==> src/rtl/sync_fifo_pkg.sv <==
// -----------------------------------------------------------------------------
// sync_fifo_pkg
// Shared helpers for the sync_fifo_flex family: derived widths and the
// explicit wrap-around pointer increment used for non-power-of-two depths.
// No ports (package).
// -----------------------------------------------------------------------------
package sync_fifo_pkg;

    // Occupancy must represent 0..DEPTH inclusive.
    function automatic int count_width(input int depth);
        return $clog2(depth + 1);
    endfunction

    // Pointer width, at least one bit.
    function automatic int addr_width(input int depth);
        return (depth > 2) ? $clog2(depth) : 1;
    endfunction

    // Wraps DEPTH-1 -> 0 explicitly so any depth works, not just powers of two.
    function automatic int unsigned ptr_inc(input int unsigned ptr, input int unsigned depth);
        return (ptr == depth - 1) ? 0 : ptr + 1;
    endfunction

endpackage

==> src/rtl/sync_fifo_ram.sv <==
// -----------------------------------------------------------------------------
// sync_fifo_ram
// DEPTH x DATAWIDTH storage for sync_fifo_flex: synchronous write port,
// asynchronous read port (the top registers the read data).
// Ports:
//   clk    rising-edge clock
//   we     write enable
//   waddr  write address
//   wdata  write data
//   raddr  read address
//   rdata  read data (combinational from raddr)
// -----------------------------------------------------------------------------
module sync_fifo_ram #(
    parameter int DATAWIDTH = 8,
    parameter int DEPTH     = 8,
    parameter int ADW       = 3
) (
    input  logic                 clk,
    input  logic                 we,
    input  logic [ADW-1:0]       waddr,
    input  logic [DATAWIDTH-1:0] wdata,
    input  logic [ADW-1:0]       raddr,
    output logic [DATAWIDTH-1:0] rdata
);

    logic [DATAWIDTH-1:0] mem [DEPTH];

    // NOTE: storage has no reset; a word is only read after it has been
    // written, and leaving it out lets the array map onto RAM/LUT-RAM.
    // NOTE: sequential state uses non-blocking assignments so every register
    // samples pre-edge values regardless of process ordering.
    always_ff @(posedge clk) begin
        if (we) begin
            mem[waddr] <= wdata;
        end
    end

    assign rdata = mem[raddr];

endmodule

==> src/rtl/sync_fifo_flex.sv <==
// -----------------------------------------------------------------------------
// sync_fifo_flex
// Single-clock FIFO with arbitrary depth, programmable almost-full/empty
// thresholds, occupancy output and selectable standard / first-word-fall-
// through read mode. Sticky overflow/underflow flags are built only when the
// macro SYNC_FIFO_ERR_EN is defined; otherwise they are tied low.
// Ports:
//   clk           rising-edge clock
//   rst           asynchronous, active-low reset
//   wen / din     write request and data (ignored while full)
//   ren           read request / pop of head word (ignored while empty)
//   dout          read data (FWFT: current head word)
//   full, empty   count == DEPTH, count == 0
//   almost_full   count >= AF_THRESH
//   almost_empty  count <= AE_THRESH
//   count         current occupancy
//   overflow      sticky: write attempted while full
//   underflow     sticky: read attempted while empty
//   err_clr       synchronous clear of overflow/underflow
// -----------------------------------------------------------------------------
module sync_fifo_flex
    import sync_fifo_pkg::*;
#(
    parameter int DATAWIDTH = 8,
    parameter int DEPTH     = 8,
    parameter int AF_THRESH = DEPTH - 1,
    parameter int AE_THRESH = 1,
    parameter int FWFT      = 0,
    localparam int CW       = count_width(DEPTH)
) (
    input  logic                 clk,
    input  logic                 rst,
    input  logic                 wen,
    input  logic                 ren,
    input  logic [DATAWIDTH-1:0] din,
    output logic [DATAWIDTH-1:0] dout,
    output logic                 full,
    output logic                 empty,
    output logic                 almost_full,
    output logic                 almost_empty,
    output logic [CW-1:0]        count,
    output logic                 overflow,
    output logic                 underflow,
    input  logic                 err_clr
);

    localparam int ADW = addr_width(DEPTH);

    logic [ADW-1:0]       wptr, rptr, wptr_nxt, rptr_nxt, raddr;
    logic [CW-1:0]        cnt;
    logic                 wr_acc, rd_acc;
    logic [DATAWIDTH-1:0] rdata, dout_q;

    // Flags come straight from the registered count.
    assign full         = (cnt == CW'(DEPTH));
    assign empty        = (cnt == '0);
    assign almost_full  = (cnt >= CW'(AF_THRESH));
    assign almost_empty = (cnt <= CW'(AE_THRESH));
    assign count        = cnt;
    assign dout         = dout_q;

    // Full blocks writes even if a read frees a slot in the same cycle.
    assign wr_acc = wen && !full;
    assign rd_acc = ren && !empty;

    assign wptr_nxt = ADW'(ptr_inc(32'(wptr), DEPTH));
    assign rptr_nxt = ADW'(ptr_inc(32'(rptr), DEPTH));

    always_ff @(posedge clk or negedge rst) begin
        if (!rst) begin
            wptr <= '0;
            rptr <= '0;
            cnt  <= '0;
        end else begin
            if (wr_acc) wptr <= wptr_nxt;
            if (rd_acc) rptr <= rptr_nxt;
            case ({wr_acc, rd_acc})
                2'b10:   cnt <= cnt + CW'(1);
                2'b01:   cnt <= cnt - CW'(1);
                default: cnt <= cnt;
            endcase
        end
    end

    sync_fifo_ram #(
        .DATAWIDTH (DATAWIDTH),
        .DEPTH     (DEPTH),
        .ADW       (ADW)
    ) u_ram (
        .clk   (clk),
        .we    (wr_acc),
        .waddr (wptr),
        .wdata (din),
        .raddr (raddr),
        .rdata (rdata)
    );

    generate
        if (FWFT != 0) begin : g_fwft
            // dout is a prefetch of the head word (which also stays in memory
            // at rptr). On a pop the memory is addressed one ahead, so the
            // next head is ready at the edge. When the FIFO is empty, or about
            // to hold only the incoming word, that word bypasses the memory.
            assign raddr = rptr_nxt;

            always_ff @(posedge clk or negedge rst) begin
                if (!rst) begin
                    dout_q <= '0;
                end else if (wr_acc && (empty || (rd_acc && cnt == CW'(1)))) begin
                    dout_q <= din;
                end else if (rd_acc && cnt != CW'(1)) begin
                    dout_q <= rdata;
                end
            end
        end else begin : g_std
            assign raddr = rptr;

            always_ff @(posedge clk or negedge rst) begin
                if (!rst) begin
                    dout_q <= '0;
                end else if (rd_acc) begin
                    dout_q <= rdata;
                end
            end
        end
    endgenerate

`ifdef SYNC_FIFO_ERR_EN
    // Sticky error flags; a new error in the clear cycle wins.
    always_ff @(posedge clk or negedge rst) begin
        if (!rst) begin
            overflow  <= 1'b0;
            underflow <= 1'b0;
        end else begin
            if (wen && full)  overflow <= 1'b1;
            else if (err_clr) overflow <= 1'b0;
            if (ren && empty) underflow <= 1'b1;
            else if (err_clr) underflow <= 1'b0;
        end
    end
`else
    logic err_clr_unused;
    assign err_clr_unused = err_clr;
    assign overflow       = 1'b0;
    assign underflow      = 1'b0;
`endif

endmodule

==> config.mk <==
export PLATFORM = sky130hd
export DESIGN_NAME = sync_fifo_flex
export DESIGN_NICKNAME = d
export VERILOG_FILES = /design/src/rtl/sync_fifo_pkg.sv /design/src/rtl/sync_fifo_ram.sv /design/src/rtl/sync_fifo_flex.sv
export SDC_FILE = /design/constraint.sdc
export NUM_CORES = 1
export LEC_CHECK = 0
export ABC_AREA = 1
export BUFFER_PORTS_ARGS = -buffer_cell sky130_fd_sc_hd__buf_2
export CORE_UTILIZATION = 35
export DETAILED_ROUTE_END_ITERATION = 8
export PLACE_DENSITY = 0.51
export SLEW_MARGIN = 25
export SYNTH_ARGS = -nofsm -noshare
export SYNTH_HDL_FRONTEND = slang
export SYNTH_SLANG_ARGS = --single-unit
==> constraint.sdc <==
create_clock -name clk -period 5.1 [get_ports clk]
set_clock_uncertainty 0.15 [all_clocks]
set_input_delay 0.765 -clock clk [delete_from_list [all_inputs] [get_ports clk]]
set_output_delay 0.765 -clock clk [all_outputs]
set_load 0.02 [all_outputs]
==> results of run 1 <==
==> cell type report <==
| class | instances | area, µm² | area share |
|---|---|---|---|
| clock inverters | 6 | 81.3 | 0.0194 |
| inverters | 68 | 265 | 0.0633 |
| well taps | 136 | 170 | 0.0406 |
| repair buffers | 28 | 143 | 0.0340 |
| multi-input cells | 203 | 1030 | 0.246 |
| clock buffers | 10 | 128 | 0.0304 |
| flip-flops and latches | 82 | 2370 | 0.566 |
==> stage by stage <==
step / std cells / hold slack [ns]
3_5_place_dp: 517 / 0.325
4_1_cts: 533 / 0.184
5_1_grt: 533 / 0.211
6_report: 533 / 0.186
3_3_place_gp: 517 / 0.323
2_1_floorplan: 367 / 0.319
==> cell usage in the layout, fill, tap and decap left out, types with 2 or more instances in the layout <==
cell / n
conb_1: 2
edfxtp_1: 64
nand2_1: 102
o21ai_0: 5
nand3_1: 45
clkbuf_8: 9
inv_4: 2
nand2_2: 10
ha_1: 8
xnor2_1: 2
o21ai_1: 3
clkinv_1: 3
bufinv_16: 2
o21ai_2: 2
inv_1: 63
nand3_2: 8
dfrtp_1: 18
nor2_1: 9
buf_2: 27
==> worst max-delay path, stage by stage (launching register included) <==
cell     delay [ns]
dfrtp_1        0.46
inv_1          0.09
ha_1           0.24
nand2_1        0.11
nor2_1         0.10
buf_2          0.17
==> power groups by stage <==
| stage | sequential (mW) | clock, mW | combinational [mW] |
|---|---|---|---|
| floorplan | 1.00 | 0 | 0.632 |
| global placement | 0.986 | 0 | 0.832 |
| detailed placement | 0.989 | 0 | 0.845 |
| CTS | 0.975 | 0.516 | 0.850 |
| global route | 0.992 | 0.538 | 0.960 |
| finish | 0.972 | 0.498 | 0.834 |
==> how the worst max path moves through the flow <==
stage	slack, ns	end
2_1_floorplan	2.93	almost_full
3_3_place_gp	2.69	u_ram.mem[3][1]
3_5_place_dp	2.66	u_ram.mem[3][1]
4_1_cts	2.64	u_ram.mem[3][1]
5_1_grt	2.53	u_ram.mem[3][3]
6_report	2.68	full
==> cells by family (layout without fill, tap and decap cells) <==
family	after synthesis	count (layout)	synth area share
DFF	82	82	0.628
AOI/OAI and AO/OA	12	12	0.0189
xor gates and xnor gates	3	3	0.00695
adders and majority gates	8	8	0.0265
and+or+nand+nor	178	178	0.219
other	1	2	0.000992
buffers and inverters	82	112	0.0997
==> registers in the layout (all words and copies together), names as in the netlist <==
signal / cells
count: 4
dout: 8
wptr: 3
u_ram.mem: 64
raddr: 3
==> metal layers <==
metal	global-route usage	vias up	part of all wire
li1	-	1216	-
met1	0.192	1059	0.48
met2	0.209	46	0.45
met3	0.0399	9	0.054
met4	0.0615	0	0.016
met5	0	-	0
==> results.cfg, run 1 <==
[cells_and_area]
drive_gt1_frac = 0.171
nFillCells = 1029
antenna_cells = 0
fin_util = 0.403
nets = 413
final_area_um2 = 4190
syn_to_final_growth_pct = 11.0

[timing]
fin_crit_ns = 2.42
fin_ws_ns = 2.68
report.final.slew_viol_count = 0
hold_viol = 0
worst_pin_slew_ns = 0.836
setup-violations-final = 0
fin_crit_sh = 0.475
fmax_mhz = 413
slew_headroom = 0.440
rsz0062_at_grt = false
setup_tns_ns = 0

[synth]
synth_most_common_cell = nand2_1
synthArstFlopShare = 0.220
synthCells = 366
synth_cell_types = 29
synth_seq_cells = 82
syn_area_per_cell_um2 = 10.3
netlist_top_cells_area = edfxtp_1 51%, dfrtp_1 12%, nand2_1 10%, inv_1 6.3%, nand3_1 6.0%
synth_ff_type = edfxtp_1
syn_area_um2 = 3780
netlist_top_cells_count = 102 x nand2_1, 64 x edfxtp_1, 63 x inv_1
ys_warn_count = 0
seq_area_frac_synth = 0.628
yosysTopAreaCell = edfxtp_1
synth_edf_count = 64
synth_top_area_frac = 0.509

[routing]
dr.first_iter.drc_count = 116
wl_um = 7020
ant_nets = 0
via_per_inst = 4.37
routedWlPerCell_um = 13.2
drc = 0
drtPass1Iterations = 4
vias = 2330

[setup_path]
crit_start = count[0]
worstPathArrival_ns = 1.51
regToRegStartpoint = count[0]
crit_type = flop to output port
crit_fanout = 7
crit_path_end_kind = output port
worst_ep_required_time_ns = 4.18
r2r_cells = 7
reg2reg_setup_slack_ns = 2.70
worst_setup_path_start_kind = flop
timing.rr.end = u_ram.mem[3][3]

[clock_tree]
post-cts-setup-buffers = 0
cts_root_buffer = clkbuf_8
cts_sinks = 82
holdBufCountCts = 0
clockBufferDepth = 2
cts_tree = yes
numCtsBuffers = 9
htreeDepth = 3
clk_latency_ns = 0.35
cts_resized = 0
clk_pin_slew_ns = 0.08

[die]
initial_core_util = 0.363
die_w_um = 106
dieHeight_um = 106
core_um2 = 10400
rows = 37
dieArea_um2 = 11200
io-pin-count = 31

[placement]
gp_congestion = 0.772
preCtsSetupSlack_ns = 2.66
hpwl_um = 4520
placed_area_um2 = 3980
io_buffers = 27

[grt]
overflow = 0
antenna_found_initial = 0
grt_usage = 0.141
grt_pass1_wl_um = 11600
grt_pass1_vias = 2176
grt_max_degree = 35

[pwr]
pwr-share-seq = 0.422
p_leak_nw = 1.89
p_per_area_nw_per_um2 = 550
ir_drop_uv = 167
intPower_mw = 1.41
pwr-share-clk = 0.216
p_sw_frac = 0.388
power_mw = 2.30
power.switching_uw = 894
combPwrFrac = 0.362

[hold_path]
holdCritPathClass = input pin to async pin

[flow_run]
maxCapViolCount = 0

[status]
outcome = complete, no violations
Note: power is estimated with default switching activity, not from simulation.
==> inputs of run 2 (changes only) <==
--- a/config.mk
+++ b/config.mk
@@ -5,11 +5,11 @@
 export SDC_FILE = /design/constraint.sdc
 export NUM_CORES = 1
 export LEC_CHECK = 0
-export ABC_AREA = 1
+export ABC_AREA = 0
 export BUFFER_PORTS_ARGS = -buffer_cell sky130_fd_sc_hd__buf_2
 export CORE_UTILIZATION = 35
 export DETAILED_ROUTE_END_ITERATION = 8
-export PLACE_DENSITY = 0.51
+export PLACE_DENSITY = 0.54
 export SLEW_MARGIN = 25
 export SYNTH_ARGS = -nofsm -noshare
 export SYNTH_HDL_FRONTEND = slang
==> constraint.sdc (replaced) <==
create_clock -name clk -period 2.2 [get_ports clk]
set_clock_uncertainty 0.15 [all_clocks]
set_input_delay 0.33 -clock clk [delete_from_list [all_inputs] [get_ports clk]]
set_output_delay 0.33 -clock clk [all_outputs]
set_load 0.02 [all_outputs]
==> results.cfg, run 2 <==
[setup_path]
worst_setup_path_start_kind = flop
crit_path_end_kind = output port
r2r_cells = 10
worst_ep_required_time_ns = 1.72
crit_start = count[1]
timing.rr.end = count[3]
crit_fanout = 10
cp_cell_sequence = inv_1 > ha_4 > nor3b_4 > buf_4 > buf_2
cpPeakStageDelay_ns = 0.41
critical-path-top-delay-family = buffers and inverters
crit_type = flop to output port
slowest_stage = dfrtp_2
regToRegStartpoint = count[1]
reg2reg_setup_slack_ns = 0.13
worstPathArrival_ns = 1.61
crit_buf_inv = 3

[cells_and_area]
regArea_um2 = 2370
final_cell_mix = 64 x edfxtp_1, 27 x buf_2, 21 x mux2_2, 21 x buf_4, 17 x mux2i_1
syn_to_final_growth_pct = 19.5
layout_commonest_cell = edfxtp_1
nets = 288
largest_reg_flops = 64
drive_gt1_frac = 0.342
top_register = u_ram.mem
nFillCells = 869
multi_input_area_um2 = 1000
antenna_cells = 0

[hold_path]
hp-start = din[5]
holdCritPathClass = input pin to flop
min_to = u_ram.mem[7][5]
whs_path_depth = 1

[pwr]
p_per_area_nw_per_um2 = 1320
pwr-share-clk = 0.206
intPower_mw = 3.50
power_mw = 5.37
power.switching_mw = 1.88
p_sw_frac = 0.349
combPwrFrac = 0.378
ir_drop_uv = 647
pwr-share-seq = 0.416
p_leak_nw = 1.56

[placement]
preCtsSetupSlack_ns = -0.0820
gp_congestion = 0.756
io_buffers = 27
hpwl_um = 4440

[timing]
fin_ws_ns = 0.108
fin_crit_ns = 2.09
rsz0062_at_grt = false
fin_crit_sh = 0.951
report.final.slew_viol_count = 0
hold_viol = 0
setup-violations-final = 0
fmax_mhz = 478

[grt]
grt_pass1_wl_um = 10700
grt_pass1_vias = 1974
overflow = 0
grt_usage = 0.150
grt_max_degree = 36
antenna_found_initial = 0

[synth]
netlist_top_cells_count = 64 x edfxtp_1, 21 x mux2_2, 18 x dfrtp_1
syn_area_per_cell_um2 = 15.9
synthCells = 215
synth_most_common_cell = edfxtp_1
netlist_top_cells_area = edfxtp_1 56%, dfrtp_1 13%, mux2_2 6.9%, mux2i_1 5.0%, ha_1 2.9%
synth_top_area_frac = 0.563
yosysTopAreaCell = edfxtp_1
synth_ff_type = edfxtp_1
ys_warn_count = 0
seq_area_frac_synth = 0.695
synthArstFlopShare = 0.220
synth_seq_cells = 82
synth_cell_types = 31
syn_area_um2 = 3410
synth_edf_count = 64

[status]
outcome = complete, no violations

[clock_tree]
cts_sinks = 82
clockBufferDepth = 2
htreeDepth = 3
post-cts-setup-buffers = 0
cts_tree = yes
clk_pin_slew_ns = 0.09
numCtsBuffers = 9
cts_root_buffer = clkbuf_8
clk_latency_ns = 0.35

[die]
core_um2 = 9330
dieHeight_um = 101
dieArea_um2 = 10100
io-pin-count = 31
rows = 35
initial_core_util = 0.366
die_w_um = 101

[routing]
wl_met2_um = 3360
vias = 1947
routedWlPerCell_um = 17.1
routedLengthMet1_um = 3060
drc = 0
dr.first_iter.drc_count = 75
ant_nets = 0
wl_um = 6850
top_layer_used = met4
met3_length_um = 362
drtPass1Iterations = 4
via_per_inst = 4.86

[flow_run]
maxCapViolCount = 0
run 2: cell types whose count changed in the layout (fill, tap and decap cells not counted), moves of 17 or more:
cell     delta
nand3_1    -44
inv_1      -58
mux2_2     +21
buf_4      +20
mux2i_1    +17
nand2_1    -98
run 2: power by group through the flow:
stage	logic (mW)	registers (mW)	clock network (mW)
3_5_place_dp	2.02	2.27	0
4_1_cts	2.03	2.24	1.14
3_3_place_gp	2.00	2.26	0
2_1_floorplan	1.22	2.39	0
5_1_grt	2.22	2.28	1.20
6_report	2.03	2.24	1.11
run 2: timing repair:
item | CTS | global route
cloned | 0 | 0
hold buffers | 1 | 0
hold endpoints to repair | 18 | 0
setup endpoints to repair | 3 | 7
resized for setup | 1 | 3
run 2: layer usage:
metal,GRT usage,vias to the layer above
met5,0,-
met4,0.0468,0
met3,0.0513,5
met2,0.242,47
met1,0.191,969
li1,-,926
run 2: worst max path at each step:
stage | to | slack (ns) | depth (start not counted)
6_report | empty | 0.11 | 5
5_1_grt | count[3] | 0.01 | 10
4_1_cts | empty | 0.008 | 5
3_5_place_dp | count[3] | -0.08 | 10
3_3_place_gp | count[3] | 0.07 | 10
2_1_floorplan | count[3] | -0.19 | 10
run 2: per-stage QoR:
step	TNS [ns]	instances	hold WS [ns]	cell area, µm²	utilization
2_1_floorplan	-1.26	216	-0.116	3440	-
3_3_place_gp	0	384	0.171	3840	0.412
3_5_place_dp	-0.0820	384	0.172	3840	0.412
4_1_cts	0	401	0.0897	4060	0.435
5_1_grt	0	401	0.0879	4080	0.437
6_report	0	401	0.104	4080	0.437
run 2: final cells by class:
type	count	area share
well taps	129	0.0396
repair buffers	50	0.0791
multi-input cells	119	0.245
clock buffers	10	0.0313
clock inverters	6	0.0181
inverters	5	0.00460
flip-flops and latches	82	0.582
run 2: cells by family after synthesis:
group	count (synthesis)	synth area share
DFF	82	0.695
and+or+nand+nor	30	0.0466
buffers and inverters	15	0.0246
xor gates and xnor gates	4	0.0103
other	1	0.00110
muxes	38	0.119
adders and majority gates	8	0.0293
AOI/OAI and AO/OA	37	0.0737
==> inputs of run 3 (changes only) <==
--- a/config.mk
+++ b/config.mk
@@ -8,8 +8,11 @@
 export ABC_AREA = 0
 export BUFFER_PORTS_ARGS = -buffer_cell sky130_fd_sc_hd__buf_2
 export CORE_UTILIZATION = 35
+export CTS_CLUSTER_SIZE = 30
 export DETAILED_ROUTE_END_ITERATION = 8
+export GPL_ROUTABILITY_DRIVEN = 0
 export PLACE_DENSITY = 0.54
+export RECOVER_POWER = 100
 export SLEW_MARGIN = 25
 export SYNTH_ARGS = -nofsm -noshare
 export SYNTH_HDL_FRONTEND = slang
==> results.cfg, run 3 (synthesized netlist as in run 2, its figures left out) <==
[cells_and_area]
final_cell_mix = 64 x edfxtp_1, 30 x clkbuf_1, 21 x mux2_2, 17 x mux2i_1, 16 x dfrtp_1
nFillCells = 895
drive_gt1_frac = 0.232
antenna_cells = 0
nets = 288
largest_reg_flops = 64
fin_cells = 401
syn_to_final_growth_pct = 17.4
top_register = u_ram.mem
layout_commonest_cell = edfxtp_1

[setup_path]
worstPathArrival_ns = 1.62
critical-path-top-delay-family = buffers and inverters
slowest_stage = dfrtp_2
worst_ep_required_time_ns = 1.72
reg2reg_setup_slack_ns = 0.12
crit_buf_inv = 3
r2r_cells = 10
crit_type = flop to output port
crit_path_end_kind = output port
cp_cell_sequence = inv_1 > ha_4 > nor3b_4 > buf_4 > clkbuf_2
worst_setup_path_start_kind = flop
regToRegStartpoint = count[1]
crit_fanout = 10
cpPeakStageDelay_ns = 0.41
timing.rr.end = count[3]

[grt]
grt_max_degree = 36
grt_pass1_wl_um = 10700
grt_pass1_vias = 1974
overflow = 0
grt_usage = 0.150
antenna_found_initial = 0

[status]
outcome = complete, no violations

[placement]
hpwl_um = 4440
dp.cells = 384
preCtsSetupSlack_ns = -0.0820
io_buffers = 27

[clock_tree]
clk_pin_slew_ns = 0.08
cts_sinks = 82
clk_latency_ns = 0.35
cts_root_buffer = clkbuf_8
htreeDepth = 3
numCtsBuffers = 9
clockBufferDepth = 2
cts_tree = yes

[die]
die_w_um = 101
dieHeight_um = 101
io-pin-count = 31
dieArea_um2 = 10100
rows = 35
initial_core_util = 0.366
core_um2 = 9330

[routing]
dr.first_iter.drc_count = 61
wl_um = 6850
drtPass1Iterations = 4
drc = 0
routedWlPerCell_um = 17.1
vias = 1948
via_per_inst = 4.86
ant_nets = 0

[timing]
fin_crit_sh = 0.953
fmax_mhz = 477
hold_ws_ns = 0.188
setup-violations-final = 0
rsz0062_at_grt = false
report.final.slew_viol_count = 0
fin_ws_ns = 0.104
slew_headroom = 0.215
hold_viol = 0
worst_pin_slew_ns = 1.18
setup_tns_ns = 0
fin_crit_ns = 2.10

[pwr]
p_leak_nw = 1.46
p_per_area_nw_per_um2 = 1320
power_mw = 5.29
ir_drop_uv = 643

[flow_run]
maxCapViolCount = 0

[hold_path]
holdCritPathClass = input pin to flop
hp-start = din[3]
min_to = u_ram.mem[2][3]
whs_path_depth = 1
## run 3: stage by stage
stage	instance area, µm²	util
2_1_floorplan	3440	-
3_3_place_gp	3840	0.412
3_5_place_dp	3840	0.412
4_1_cts	4060	0.435
5_1_grt	4010	0.430
6_report	4010	0.430
## run 3: timing repair
action,4_1_cts,5_1_grt
hold buffers,1,0
setup buffers,0,0
endpoints found under the hold margin,18,0
pin swaps,0,0
setup endpoints to repair,3,7
gates resized for setup,1,3
## run 3: how the worst max path moves through the flow
stage                     startpoint       end  slack [ns]  depth (start not counted)
after detailed placement    count[1]  count[3]       -0.08                         10
after CTS                   count[1]     empty       0.008                          5
final                       count[1]     empty        0.10                          5
after global placement      count[1]  count[3]        0.07                         10
after global routing        count[1]     empty       0.007                          5
after floorplan             count[0]  count[3]       -0.19                         10
## run 3: layout make-up
class | count | area [µm²] | share of cell area
Clock buffer | 10 | 128 | 0.0319
Clock inverter | 6 | 73.8 | 0.0184
Inverter | 5 | 18.8 | 0.00468
Multi-Input combinational cell | 119 | 993 | 0.248
Sequential cell | 82 | 2370 | 0.593
Tap cell | 129 | 161 | 0.0403
Timing Repair Buffer | 50 | 256 | 0.0640
## run 3: layer usage
| metal | GRT usage | vias to the layer above | routed length, µm |
|---|---|---|---|
| met4 | 0.0468 | 0 | 65 |
| met3 | 0.0513 | 5 | 279 |
| met1 | 0.191 | 981 | 3140 |
| met5 | 0 | - | 0 |
| li1 | - | 926 | - |
| met2 | 0.242 | 36 | 3370 |
## run 3: power breakdown
part / leakage (nW) / total [mW] / internal [mW] / switching [mW]
clock: 0.0954 / 1.10 / 0.541 / 0.561
sequential: 0.793 / 2.24 / 2.03 / 0.201
combinational: 0.569 / 1.96 / 0.846 / 1.11
